`config.mk`:
```
export PLATFORM = sky130hd
export DESIGN_NAME = reg_bus_arbiter
export DESIGN_NICKNAME = d
export VERILOG_FILES = /design/src/rtl/reg_arb_pkg.sv /design/src/rtl/reg_arb_pend_buf.sv /design/src/rtl/reg_bus_arbiter.sv
export SDC_FILE = /design/constraint.sdc
export NUM_CORES = 1
export LEC_CHECK = 0
export CAP_MARGIN = 20
export CORE_ASPECT_RATIO = 0.5
export CORE_MARGIN = 5
export CORE_UTILIZATION = 30
export CTS_CLUSTER_DIAMETER = 150
export CTS_CLUSTER_SIZE = 16
export DETAILED_ROUTE_END_ITERATION = 16
export PLACE_DENSITY_LB_ADDON = 0.1
export SYNTH_ARGS = -nofsm -noshare
export SYNTH_HDL_FRONTEND = slang
export SYNTH_SLANG_ARGS = --single-unit
```
`constraint.sdc`:
```
create_clock -name clk -period 1.9 [get_ports clk]
set_input_delay 0.57 -clock clk [delete_from_list [all_inputs] [get_ports clk]]
set_output_delay 0.57 -clock clk [all_outputs]
set_load 0.005 [all_outputs]
```
`src/rtl/reg_arb_pkg.sv`:
```
// Shared types for the register-bus arbiter: FSM states, owner encoding,
// default bus widths and the owner-selection helper.
package reg_arb_pkg;

  localparam int ADDR_W_DEF = 6;
  localparam int DATA_W_DEF = 8;

  typedef enum logic [1:0] {
    IDLE   = 2'd0,
    ISSUE  = 2'd1,
    RDWAIT = 2'd2
  } arb_state_e;

  typedef enum logic {
    OWN_A = 1'b0,
    OWN_B = 1'b1
  } owner_e;

  // On a tie, round-robin mode hands the bus to whoever was not served last.
  function automatic owner_e pick_owner(input logic pend_a, input logic req_b,
                                        input logic rr_mode, input owner_e last_own);
    owner_e own;
    if (pend_a && req_b) begin
      own = (rr_mode && (last_own == OWN_A)) ? OWN_B : OWN_A;
    end else if (pend_a) begin
      own = OWN_A;
    end else begin
      own = OWN_B;
    end
    return own;
  endfunction

endpackage

```
`src/rtl/reg_arb_pend_buf.sv`:
```
// One-entry holding buffer for port A strobes, which cannot be stalled.
// Holds the command, the pending flag and the sticky overrun flag.
module reg_arb_pend_buf
  import reg_arb_pkg::*;
#(
  parameter int ADDR_W = ADDR_W_DEF,
  parameter int DATA_W = DATA_W_DEF
) (
  input  logic              clk,
  input  logic              rst_n,
  input  logic              a_read_i,
  input  logic              a_write_i,
  input  logic [ADDR_W-1:0] a_addr_i,
  input  logic [DATA_W-1:0] a_wdata_i,
  input  logic              pop_i,
  input  logic              ovr_clr_i,
  output logic              pend_o,
  output logic              we_o,
  output logic [ADDR_W-1:0] addr_o,
  output logic [DATA_W-1:0] wdata_o,
  output logic              overrun_o
);

  logic              pend_q, pend_d;
  logic              we_q, we_d;
  logic [ADDR_W-1:0] addr_q, addr_d;
  logic [DATA_W-1:0] wdata_q, wdata_d;
  logic              ovr_q, ovr_d;
  logic              strobe_s;
  logic              accept_s;
  logic              drop_s;

  assign strobe_s = a_read_i | a_write_i;
  // The slot frees in the same cycle it is granted, so a strobe then still fits.
  assign accept_s = strobe_s & (~pend_q | pop_i);
  assign drop_s   = strobe_s & pend_q & ~pop_i;

  // Next state of the buffered command and flags.
  always_comb begin
    pend_d  = pend_q;
    we_d    = we_q;
    addr_d  = addr_q;
    wdata_d = wdata_q;
    ovr_d   = ovr_q;
    if (accept_s) begin
      pend_d  = 1'b1;
      we_d    = a_write_i;
      addr_d  = a_addr_i;
      wdata_d = a_wdata_i;
    end else if (pop_i) begin
      pend_d = 1'b0;
    end else begin
      pend_d = pend_q;
    end
    if (drop_s) begin
      ovr_d = 1'b1;
    end else if (ovr_clr_i) begin
      ovr_d = 1'b0;
    end else begin
      ovr_d = ovr_q;
    end
  end

  // Buffer and flag registers.
  always_ff @(posedge clk or negedge rst_n) begin
    if (!rst_n) begin
      pend_q  <= 1'b0;
      we_q    <= 1'b0;
      addr_q  <= {ADDR_W{1'b0}};
      wdata_q <= {DATA_W{1'b0}};
      ovr_q   <= 1'b0;
    end else begin
      pend_q  <= pend_d;
      we_q    <= we_d;
      addr_q  <= addr_d;
      wdata_q <= wdata_d;
      ovr_q   <= ovr_d;
    end
  end

  assign pend_o    = pend_q;
  assign we_o      = we_q;
  assign addr_o    = addr_q;
  assign wdata_o   = wdata_q;
  assign overrun_o = ovr_q;

endmodule

```
`src/rtl/reg_bus_arbiter.sv`:
```
// Shares one register-file port between port A (SPI strobes) and port B
// (req/gnt). Define REG_ARB_RR_EN for round-robin instead of A-first priority.
module reg_bus_arbiter
  import reg_arb_pkg::*;
#(
  parameter int ADDR_W = ADDR_W_DEF,
  parameter int DATA_W = DATA_W_DEF
) (
  input  logic              clk,
  input  logic              rst_n,
  input  logic              a_read,
  input  logic              a_write,
  input  logic [ADDR_W-1:0] a_addr,
  input  logic [DATA_W-1:0] a_wdata,
  output logic [DATA_W-1:0] a_rdata,
  output logic              a_rvalid,
  output logic              a_overrun,
  input  logic              a_ovr_clr,
  input  logic              b_req,
  input  logic              b_we,
  input  logic [ADDR_W-1:0] b_addr,
  input  logic [DATA_W-1:0] b_wdata,
  output logic              b_gnt,
  output logic [DATA_W-1:0] b_rdata,
  output logic              b_rvalid,
  output logic              reg_read,
  output logic              reg_write,
  output logic [ADDR_W-1:0] reg_addr,
  output logic [DATA_W-1:0] reg_wdata,
  input  logic [DATA_W-1:0] reg_rdata
);

  arb_state_e        state_q, state_d;
  owner_e            owner_q, owner_d;
  owner_e            sel_own_s;
  owner_e            last_own_s;
  logic              start_s;
  logic              pop_a_s;
  logic              pend_a_s;
  logic              buf_we_s;
  logic [ADDR_W-1:0] buf_addr_s;
  logic [DATA_W-1:0] buf_wdata_s;
  logic              reg_read_q, reg_read_d;
  logic              reg_write_q, reg_write_d;
  logic [ADDR_W-1:0] reg_addr_q, reg_addr_d;
  logic [DATA_W-1:0] reg_wdata_q, reg_wdata_d;
  logic              b_gnt_q, b_gnt_d;
  logic [DATA_W-1:0] a_rdata_q, a_rdata_d;
  logic [DATA_W-1:0] b_rdata_q, b_rdata_d;
  logic              a_rvalid_q, a_rvalid_d;
  logic              b_rvalid_q, b_rvalid_d;

  reg_arb_pend_buf #(
    .ADDR_W(ADDR_W),
    .DATA_W(DATA_W)
  ) u_pend_buf (
    .clk       (clk),
    .rst_n     (rst_n),
    .a_read_i  (a_read),
    .a_write_i (a_write),
    .a_addr_i  (a_addr),
    .a_wdata_i (a_wdata),
    .pop_i     (pop_a_s),
    .ovr_clr_i (a_ovr_clr),
    .pend_o    (pend_a_s),
    .we_o      (buf_we_s),
    .addr_o    (buf_addr_s),
    .wdata_o   (buf_wdata_s),
    .overrun_o (a_overrun)
  );

  assign start_s   = (state_q == IDLE) && (pend_a_s || b_req);

`ifdef REG_ARB_RR_EN
  localparam logic RR_MODE = 1'b1;
  owner_e last_own_q;

  // Last-granted master; starts at B so A takes the first tie.
  always_ff @(posedge clk or negedge rst_n) begin
    if (!rst_n) begin
      last_own_q <= OWN_B;
    end else if (start_s) begin
      last_own_q <= sel_own_s;
    end else begin
      last_own_q <= last_own_q;
    end
  end

  assign last_own_s = last_own_q;
`else
  localparam logic RR_MODE = 1'b0;
  assign last_own_s = OWN_B;
`endif

  assign sel_own_s = pick_owner(pend_a_s, b_req, RR_MODE, last_own_s);

  // Sequencer: one access at a time, outputs computed one cycle ahead.
  always_comb begin
    state_d     = state_q;
    owner_d     = owner_q;
    pop_a_s     = 1'b0;
    reg_read_d  = 1'b0;
    reg_write_d = 1'b0;
    reg_addr_d  = reg_addr_q;
    reg_wdata_d = reg_wdata_q;
    b_gnt_d     = 1'b0;
    a_rdata_d   = a_rdata_q;
    b_rdata_d   = b_rdata_q;
    a_rvalid_d  = 1'b0;
    b_rvalid_d  = 1'b0;
    case (state_q)
      IDLE: begin
        if (start_s) begin
          owner_d = sel_own_s;
          state_d = ISSUE;
          if (sel_own_s == OWN_A) begin
            pop_a_s     = 1'b1;
            reg_read_d  = ~buf_we_s;
            reg_write_d = buf_we_s;
            reg_addr_d  = buf_addr_s;
            reg_wdata_d = buf_we_s ? buf_wdata_s : reg_wdata_q;
          end else begin
            b_gnt_d     = 1'b1;
            reg_read_d  = ~b_we;
            reg_write_d = b_we;
            reg_addr_d  = b_addr;
            reg_wdata_d = b_we ? b_wdata : reg_wdata_q;
          end
        end else begin
          state_d = IDLE;
        end
      end
      ISSUE: begin
        state_d = reg_read_q ? RDWAIT : IDLE;
      end
      RDWAIT: begin
        state_d = IDLE;
        if (owner_q == OWN_A) begin
          a_rdata_d  = reg_rdata;
          a_rvalid_d = 1'b1;
        end else begin
          b_rdata_d  = reg_rdata;
          b_rvalid_d = 1'b1;
        end
      end
      default: begin
        state_d = IDLE;
      end
    endcase
  end

  // State and registered outputs.
  always_ff @(posedge clk or negedge rst_n) begin
    if (!rst_n) begin
      state_q     <= IDLE;
      owner_q     <= OWN_A;
      reg_read_q  <= 1'b0;
      reg_write_q <= 1'b0;
      reg_addr_q  <= {ADDR_W{1'b0}};
      reg_wdata_q <= {DATA_W{1'b0}};
      b_gnt_q     <= 1'b0;
      a_rdata_q   <= {DATA_W{1'b0}};
      b_rdata_q   <= {DATA_W{1'b0}};
      a_rvalid_q  <= 1'b0;
      b_rvalid_q  <= 1'b0;
    end else begin
      state_q     <= state_d;
      owner_q     <= owner_d;
      reg_read_q  <= reg_read_d;
      reg_write_q <= reg_write_d;
      reg_addr_q  <= reg_addr_d;
      reg_wdata_q <= reg_wdata_d;
      b_gnt_q     <= b_gnt_d;
      a_rdata_q   <= a_rdata_d;
      b_rdata_q   <= b_rdata_d;
      a_rvalid_q  <= a_rvalid_d;
      b_rvalid_q  <= b_rvalid_d;
    end
  end

  assign reg_read  = reg_read_q;
  assign reg_write = reg_write_q;
  assign reg_addr  = reg_addr_q;
  assign reg_wdata = reg_wdata_q;
  assign b_gnt     = b_gnt_q;
  assign a_rdata   = a_rdata_q;
  assign b_rdata   = b_rdata_q;
  assign a_rvalid  = a_rvalid_q;
  assign b_rvalid  = b_rvalid_q;

endmodule

```
==> results of run 1 <==
[path summary, 6_finish.rpt]
path                                      start  slack [ps]               endpoint
max                                reg_wdata[5]         160           reg_wdata[5]
min                                       rst_n         200   u_pend_buf.addr_o[3]
max reg2reg                          state_q[0]         370  u_pend_buf.wdata_o[7]
min reg2reg                u_pend_buf.addr_o[0]         510   u_pend_buf.addr_o[0]
max in group asynchronous                 rst_n        1250               a_rvalid
min in group clk           u_pend_buf.addr_o[0]         510   u_pend_buf.addr_o[0]
[final cells by class]
class	instances	area share, %
sequential	55	40.23
timing repair buffer	89	26.55
multi-input combinational	77	24.58
clock buffer	7	4.462
tap	96	3.511
inverter	4	0.4389
clock inverter	1	0.2195
[cell usage after synthesis, types with 2 or more instances]
library cell and n:
nand2_1 3, dfrtp_1 55, clkbuf_8 2, nor2b_1 2, o21ai_2 2, nor3b_1 2, mux2_2 49, mux2_4 9
inv_1 4, nor2_1 2
[power by group through the flow]
stage          sequential [W]  combinational, W  clock [W]
2_1_floorplan         0.00203           0.00120          0
3_3_place_gp          0.00205           0.00234          0
3_5_place_dp          0.00206           0.00238          0
4_1_cts               0.00205           0.00239   0.000999
5_1_grt               0.00212           0.00252    0.00105
6_report              0.00204           0.00233   0.000959
[placed cells by master (no fill, tap or decap)]
| cell | count |
|---|---|
| clkdlybuf4s50_1 | 77 |
| dfrtp_1 | 55 |
| mux2_2 | 49 |
| mux2_4 | 9 |
| buf_4 | 7 |
| clkbuf_16 | 5 |
| inv_1 | 4 |
| buf_12 | 4 |
| nand2_1 | 3 |
| nor2_1 | 2 |
| o21ai_2 | 2 |
| clkbuf_8 | 2 |
| and3b_1 | 1 |
| nor3b_2 | 1 |
| nand3b_1 | 1 |
| nor4b_1 | 1 |
| nand3b_4 | 1 |
| a21boi_4 | 1 |
| nor2b_1 | 1 |
| nor3b_1 | 1 |
| nor2b_2 | 1 |
| o21ai_0 | 1 |
| o22ai_1 | 1 |
| a21o_1 | 1 |
| clkinvlp_4 | 1 |
| buf_2 | 1 |
[state kept, by name, summed over array words and instances (netlist names), 2 cells and up]
signal              cells
b_rdata                 8
reg_wdata               8
a_rdata                 8
u_pend_buf.wdata_o      8
state_q                 2
u_pend_buf.addr_o       6
reg_addr                6
[through the flow]
step / setup TNS (ps) / util, %
global route: 0 / 46.37
finish: 0 / 46.37
CTS: 0 / 46.37
detailed placement: -1283 / 44.20
floorplan: 0 / -
global placement: -1155 / 44.20
[routing by layer]
metal	track usage, %	up-vias
met2	18.09	41
li1	-	679
met4	3.079	0
met1	13.25	703
met5	0	-
met3	4.208	2
[logic make-up after synthesis]
family,synth area share (%)
AOI/OAI and AO/OA,2.411
DFF,60.27
muxes,30.08
and+or+nand+nor,4.000
buffers and inverters,3.232
==> key figures, run 1 <==
Floorplanning
  • Die Area: 9562 µm²
  • Die X: 133.4 µm
  • Row count: 22
  • I/O Pins: 79
  • Core Region: 7377 µm²
  • Initial Utilization: 30.95%
  • Die height: 71.69 µm

Finish
  • Finished Layout Cells: 329
  • Area taken by multi-input logic gates: 840.8 µm²
  • P&R area growth vs syn: 49.81%
  • # fillers: 677
  • Final Instance Area: 3421 µm²
  • Share of cells above drive strength 1: 36.05%
  • Storage element area: 1376 µm²
  • Nets: 275
  • # diodes: 0

GRT
  • Initial antenna violation count: 0
  • Gr ovfl total: 0
  • First-pass GRT wire length: 8.142 mm
  • Vias in the first global route: 1586
  • Total track usage: 10.84%
  • Largest net degree at the start of global routing: 23

Drt
  • Met2 routed WL: 2.397 mm
  • Vias per cell: 4.331
  • Routed WL per cell: 14.81 µm
  • DRC errors left: 0
  • Final wirelength: 4.873 mm
  • DR pass1 iterations: 3
  • Initial DRC count: 22
  • Uppermost layer routed: met4
  • Post-DRT Antenna Nets: 0
  • Vias: 1425
  • Total length of routed met3 wires: 296 µm
  • Met1 wire length: 2.145 mm

Synthesis
  • Net Count, Synth: 184
  • Synth Warn #: 0
  • Post-synth EDFFs: 0
  • Sequential area share after synthesis: 60.27%
  • Synth top area share: 60.27%
  • Cell Area, Synth: 2283 µm²
  • Synth top area cells: dfrtp_1 60%, mux2_2 24%, mux2_4 5.9%
  • Top FF cell, synth: dfrtp_1
  • Synth cell types: 21
  • #FFs+latches synth: 55
  • Cells after Synth: 141
  • Synth async-reset ratio: 100.0%
  • Biggest area consumer among synthesized cells: dfrtp_1
  • Syn Area/Cell: 16.19 µm²

Worst setup path
  • Worst path bufs/invs: 1
  • WS Path Type: flip-flop to output pin
  • Critical path fanouts, max: 2
  • CP Cell Sequence: clkdlybuf4s50_1
  • Slowest stage delay, CP: 530 ps
  • Critical-path top delay cell: clkdlybuf4s50_1
  • Type of origin of the critical path: flip-flop
  • Worst Reg-to-Reg Cells: 4
  • CP delay by family, top: buffers and inverters
  • Required time worst endpoint: 1330 ps
  • WP depth: 1
  • Worst EP arrival: 1170 ps
  • Setup crit end kind: output pin

Timing
  • Finish-stage setup viols: 0
  • Slew Limit Headroom: 67.34%
  • Final Max Tran Viols: 0
  • Final clock skew: 10.18 ps
  • F_max: 575.0 MHz
  • Final worst-path cycle share: 91.53%
  • Final worst path period need: 1739 ps
  • Hold Slack: 195.4 ps
  • Final hold vios: 0
  • Worst slew pin tran: 488.4 ps
  • Unrepaired setup endpoints after global routing: no
  • Setup ws final: 160.9 ps

Placement
  • Dpl cells: 321
  • Setup Slack @ Placement: -94.27 ps
  • Placement-stage cell area: 3261 µm²
  • Gpl congestion: 0.7589
  • DP HPWL: 3.683 mm
  • Port Buffers: 78

Pwr
  • Comb pwr share: 43.8%
  • Power density cells: 1557 nW/µm²
  • Flop pwr share: 38.2%
  • Total power: 0.005328 W
  • Clk pwr share: 18.0%
  • Peak supply drop: 543.6 µV
  • Switching power total: 0.001400 W
  • Leakage: 1.473 nW
  • Pint: 0.003927 W
  • Sw frac: 26.29%

Status
  • Status: complete, no violations

Clock tree
  • Resized Gates After CTS: 0
  • CTS tree: built
  • Worst-path clk slew: 70 ps
  • Root Driver: clkbuf_16
  • CTS Hold Bufs: 0
  • Clk buf depth: 2
  • Clock H-tree levels: 2
  • Clock latency at the later pin of the worst-skew pair: 290 ps
  • Setup Fix Bufs, Post-CTS: 0
  • TritonCTS Buffers: 5
  • Sink Count: 55

Run
  • Max cap viols: 0

Worst hold path
  • Worst hold-check path type: primary input to async pin
No activity file was read; power rests on OpenSTA's default activity.
==> run 2: changes to the inputs <==
--- a/config.mk
+++ b/config.mk
@@ -7,2 +7,3 @@
 export LEC_CHECK = 0
+export ABC_AREA = 1
 export CAP_MARGIN = 20
==> constraint.sdc (replaced) <==
create_clock -name clk -period 1.9 [get_ports clk]
set_input_delay 0.38 -clock clk [delete_from_list [all_inputs] [get_ports clk]]
set_output_delay 0.38 -clock clk [all_outputs]
set_load 0.005 [all_outputs]
==> key figures, run 2 <==
Timing
  • Final Max Tran Viols: 0
  • Worst slew pin tran: 586.0 ps
  • Slew Limit Headroom: 60.82%
  • Final clock skew: 3.282 ps
  • Final worst path period need: 1626 ps
  • F_max: 615.1 MHz
  • Hold Slack: 25.88 ps
  • Final worst-path cycle share: 85.57%
  • Finish-stage setup viols: 0
  • Unrepaired setup endpoints after global routing: no
  • Final hold vios: 0
  • Sum Neg Setup Slack: 0 ps

Finish
  • Nets: 384
  • # diodes: 0
  • # fillers: 738
  • Most common cell after layout, fill and taps aside: nand2_1
  • Final Util: 44.61%
  • Commonest non-fill, non-tap cells in the layout: 122 x nand2_1, 77 x clkdlybuf4s50_1, 55 x dfrtp_1
  • P&R area growth vs syn: 42.17%
  • Share of cells above drive strength 1: 5.263%

GRT
  • Largest net degree at the start of global routing: 38
  • Total track usage: 12.56%
  • First-pass GRT wire length: 9.763 mm
  • Gr ovfl total: 0
  • Vias in the first global route: 1942
  • Initial antenna violation count: 0

Worst setup path
  • Required time worst endpoint: 2130 ps
  • Type of origin of the critical path: flip-flop
  • WS Path Type: flip-flop to flip-flop
  • Worst EP arrival: 1850 ps
  • Critical path fanouts, max: 16
  • Setup crit end kind: flip-flop

Synthesis
  • Syn Area/Cell: 8.902 µm²
  • Cell Area, Synth: 2332 µm²
  • Synth cell types: 15
  • Synth async-reset ratio: 100.0%
  • Count leader, synth: nand2_1
  • Cells after Synth: 262
  • Synth top area cells: dfrtp_1 59%, nand2_1 20%, nand3_1 5.2%
  • Synth top area share: 59.01%
  • Net Count, Synth: 305
  • #FFs+latches synth: 55
  • Top FF cell, synth: dfrtp_1
  • Synth Warn #: 0
  • Sequential area share after synthesis: 59.01%
  • Biggest area consumer among synthesized cells: dfrtp_1
  • Synth top cells by count: 122 x nand2_1, 55 x dfrtp_1, 24 x nand3_1
  • Post-synth EDFFs: 0

Floorplanning
  • Row count: 22
  • Die X: 134.7 µm
  • I/O Pins: 79
  • Initial Utilization: 31.38%
  • Die height: 72.35 µm
  • Core Region: 7432 µm²
  • Die Area: 9744 µm²

Drt
  • Initial DRC count: 75
  • Post-DRT Antenna Nets: 0
  • Final wirelength: 5.711 mm
  • Vias per cell: 4.285
  • DR pass1 iterations: 6
  • Routed WL per cell: 13.04 µm
  • DRC errors left: 0
  • Vias: 1877

Clock tree
  • Resized Gates After CTS: 0
  • Setup Fix Bufs, Post-CTS: 0
  • TritonCTS Buffers: 5
  • Root Driver: clkbuf_16
  • CTS tree: built
  • CTS Hold Bufs: 0
  • Sink Count: 55
  • Clock H-tree levels: 2
  • Worst-path clk slew: 70 ps
  • Clock latency at the later pin of the worst-skew pair: 290 ps
  • Clk buf depth: 2

Status
  • Status: complete, no violations

Pwr
  • Power density cells: 1496 nW/µm²
  • Leakage: 1.678 nW
  • Peak supply drop: 444.6 µV

Worst hold path
  • Worst hold-check path type: primary input to async pin

Run
  • Max cap viols: 0

Placement
  • DP HPWL: 4.336 mm
  • Gpl congestion: 0.7465
  • Port Buffers: 78
## run 2: per-stage QoR
| stage | worst slack (ps) | power (W) | instance area [µm²] | cells |
|---|---|---|---|---|
| floorplan | 799.9 | 0.003124 | 2332 | 262 |
| global placement | 215.1 | 0.004100 | 3178 | 430 |
| detailed placement | 118.8 | 0.004151 | 3178 | 430 |
| CTS | 239.0 | 0.005042 | 3316 | 438 |
| global route | 63.28 | 0.005419 | 3316 | 438 |
| finish | 274.2 | 0.004960 | 3316 | 438 |
## run 2: logic make-up after synthesis
family / Yosys count / share of synthesized area, %
AOI/OAI and AO/OA: 24 / 5.204
DFF: 55 / 59.01
buffers and inverters: 27 / 6.545
and+or+nand+nor: 156 / 29.24
## run 2: area by class of cell
type | instances | area (µm²) | area share [%]
flip-flops and latches | 55 | 1376 | 41.51
repair buffers | 81 | 810.8 | 24.45
multi-input cells | 180 | 803.3 | 24.23
clock buffers | 7 | 132.6 | 4.000
well taps | 96 | 120.1 | 3.623
inverters | 18 | 67.56 | 2.038
clock inverters | 1 | 5.005 | 0.1509
## run 2: layer usage
layer,vias to the layer above,routed length [µm],global-route usage (%)
met1,834,2891,17.80
li1,980,-,-
met4,0,55,3.386
met5,-,0,0
met2,58,2361,18.71
met3,5,402,3.809
## run 2: where the power goes
part,internal (W),switching [W],leakage (nW)
combinational,0.00104,0.00102,0.943
clock,0.000488,0.000386,0.0679
sequential,0.00171,0.000315,0.667
total,0.00324,0.00172,1.68
## run 2: path summary, 6_finish.rpt
kind / start / to / slack [ps] / cells past startpoint
setup reg to reg: u_pend_buf.pend_o / reg_wdata[0] / 270 / 6
hold reg to reg: reg_wdata[5] / reg_wdata[5] / 480 / 2
max in group asynchronous: rst_n / reg_wdata[5] / 1330 / 2
hold / removal: rst_n / b_rdata[0] / 30 / 1
min in group clk: reg_wdata[5] / reg_wdata[5] / 480 / 2
setup / recovery: u_pend_buf.pend_o / reg_wdata[0] / 270 / 6
## run 2: worst max-delay path, stage by stage (launching register included)
cell,delay (ps)
dfrtp_1,700
inv_2,270
nand2_1,130
nand2_2,160
nand2_4,170
nand2_1,70
nand2_1,60
==> run 3: changes to the inputs <==
SKIP_LAST_GASP = 1   (was default)
==> results of run 3 <==
No change in the layout: final DEF, timing and power equal those of run 2.
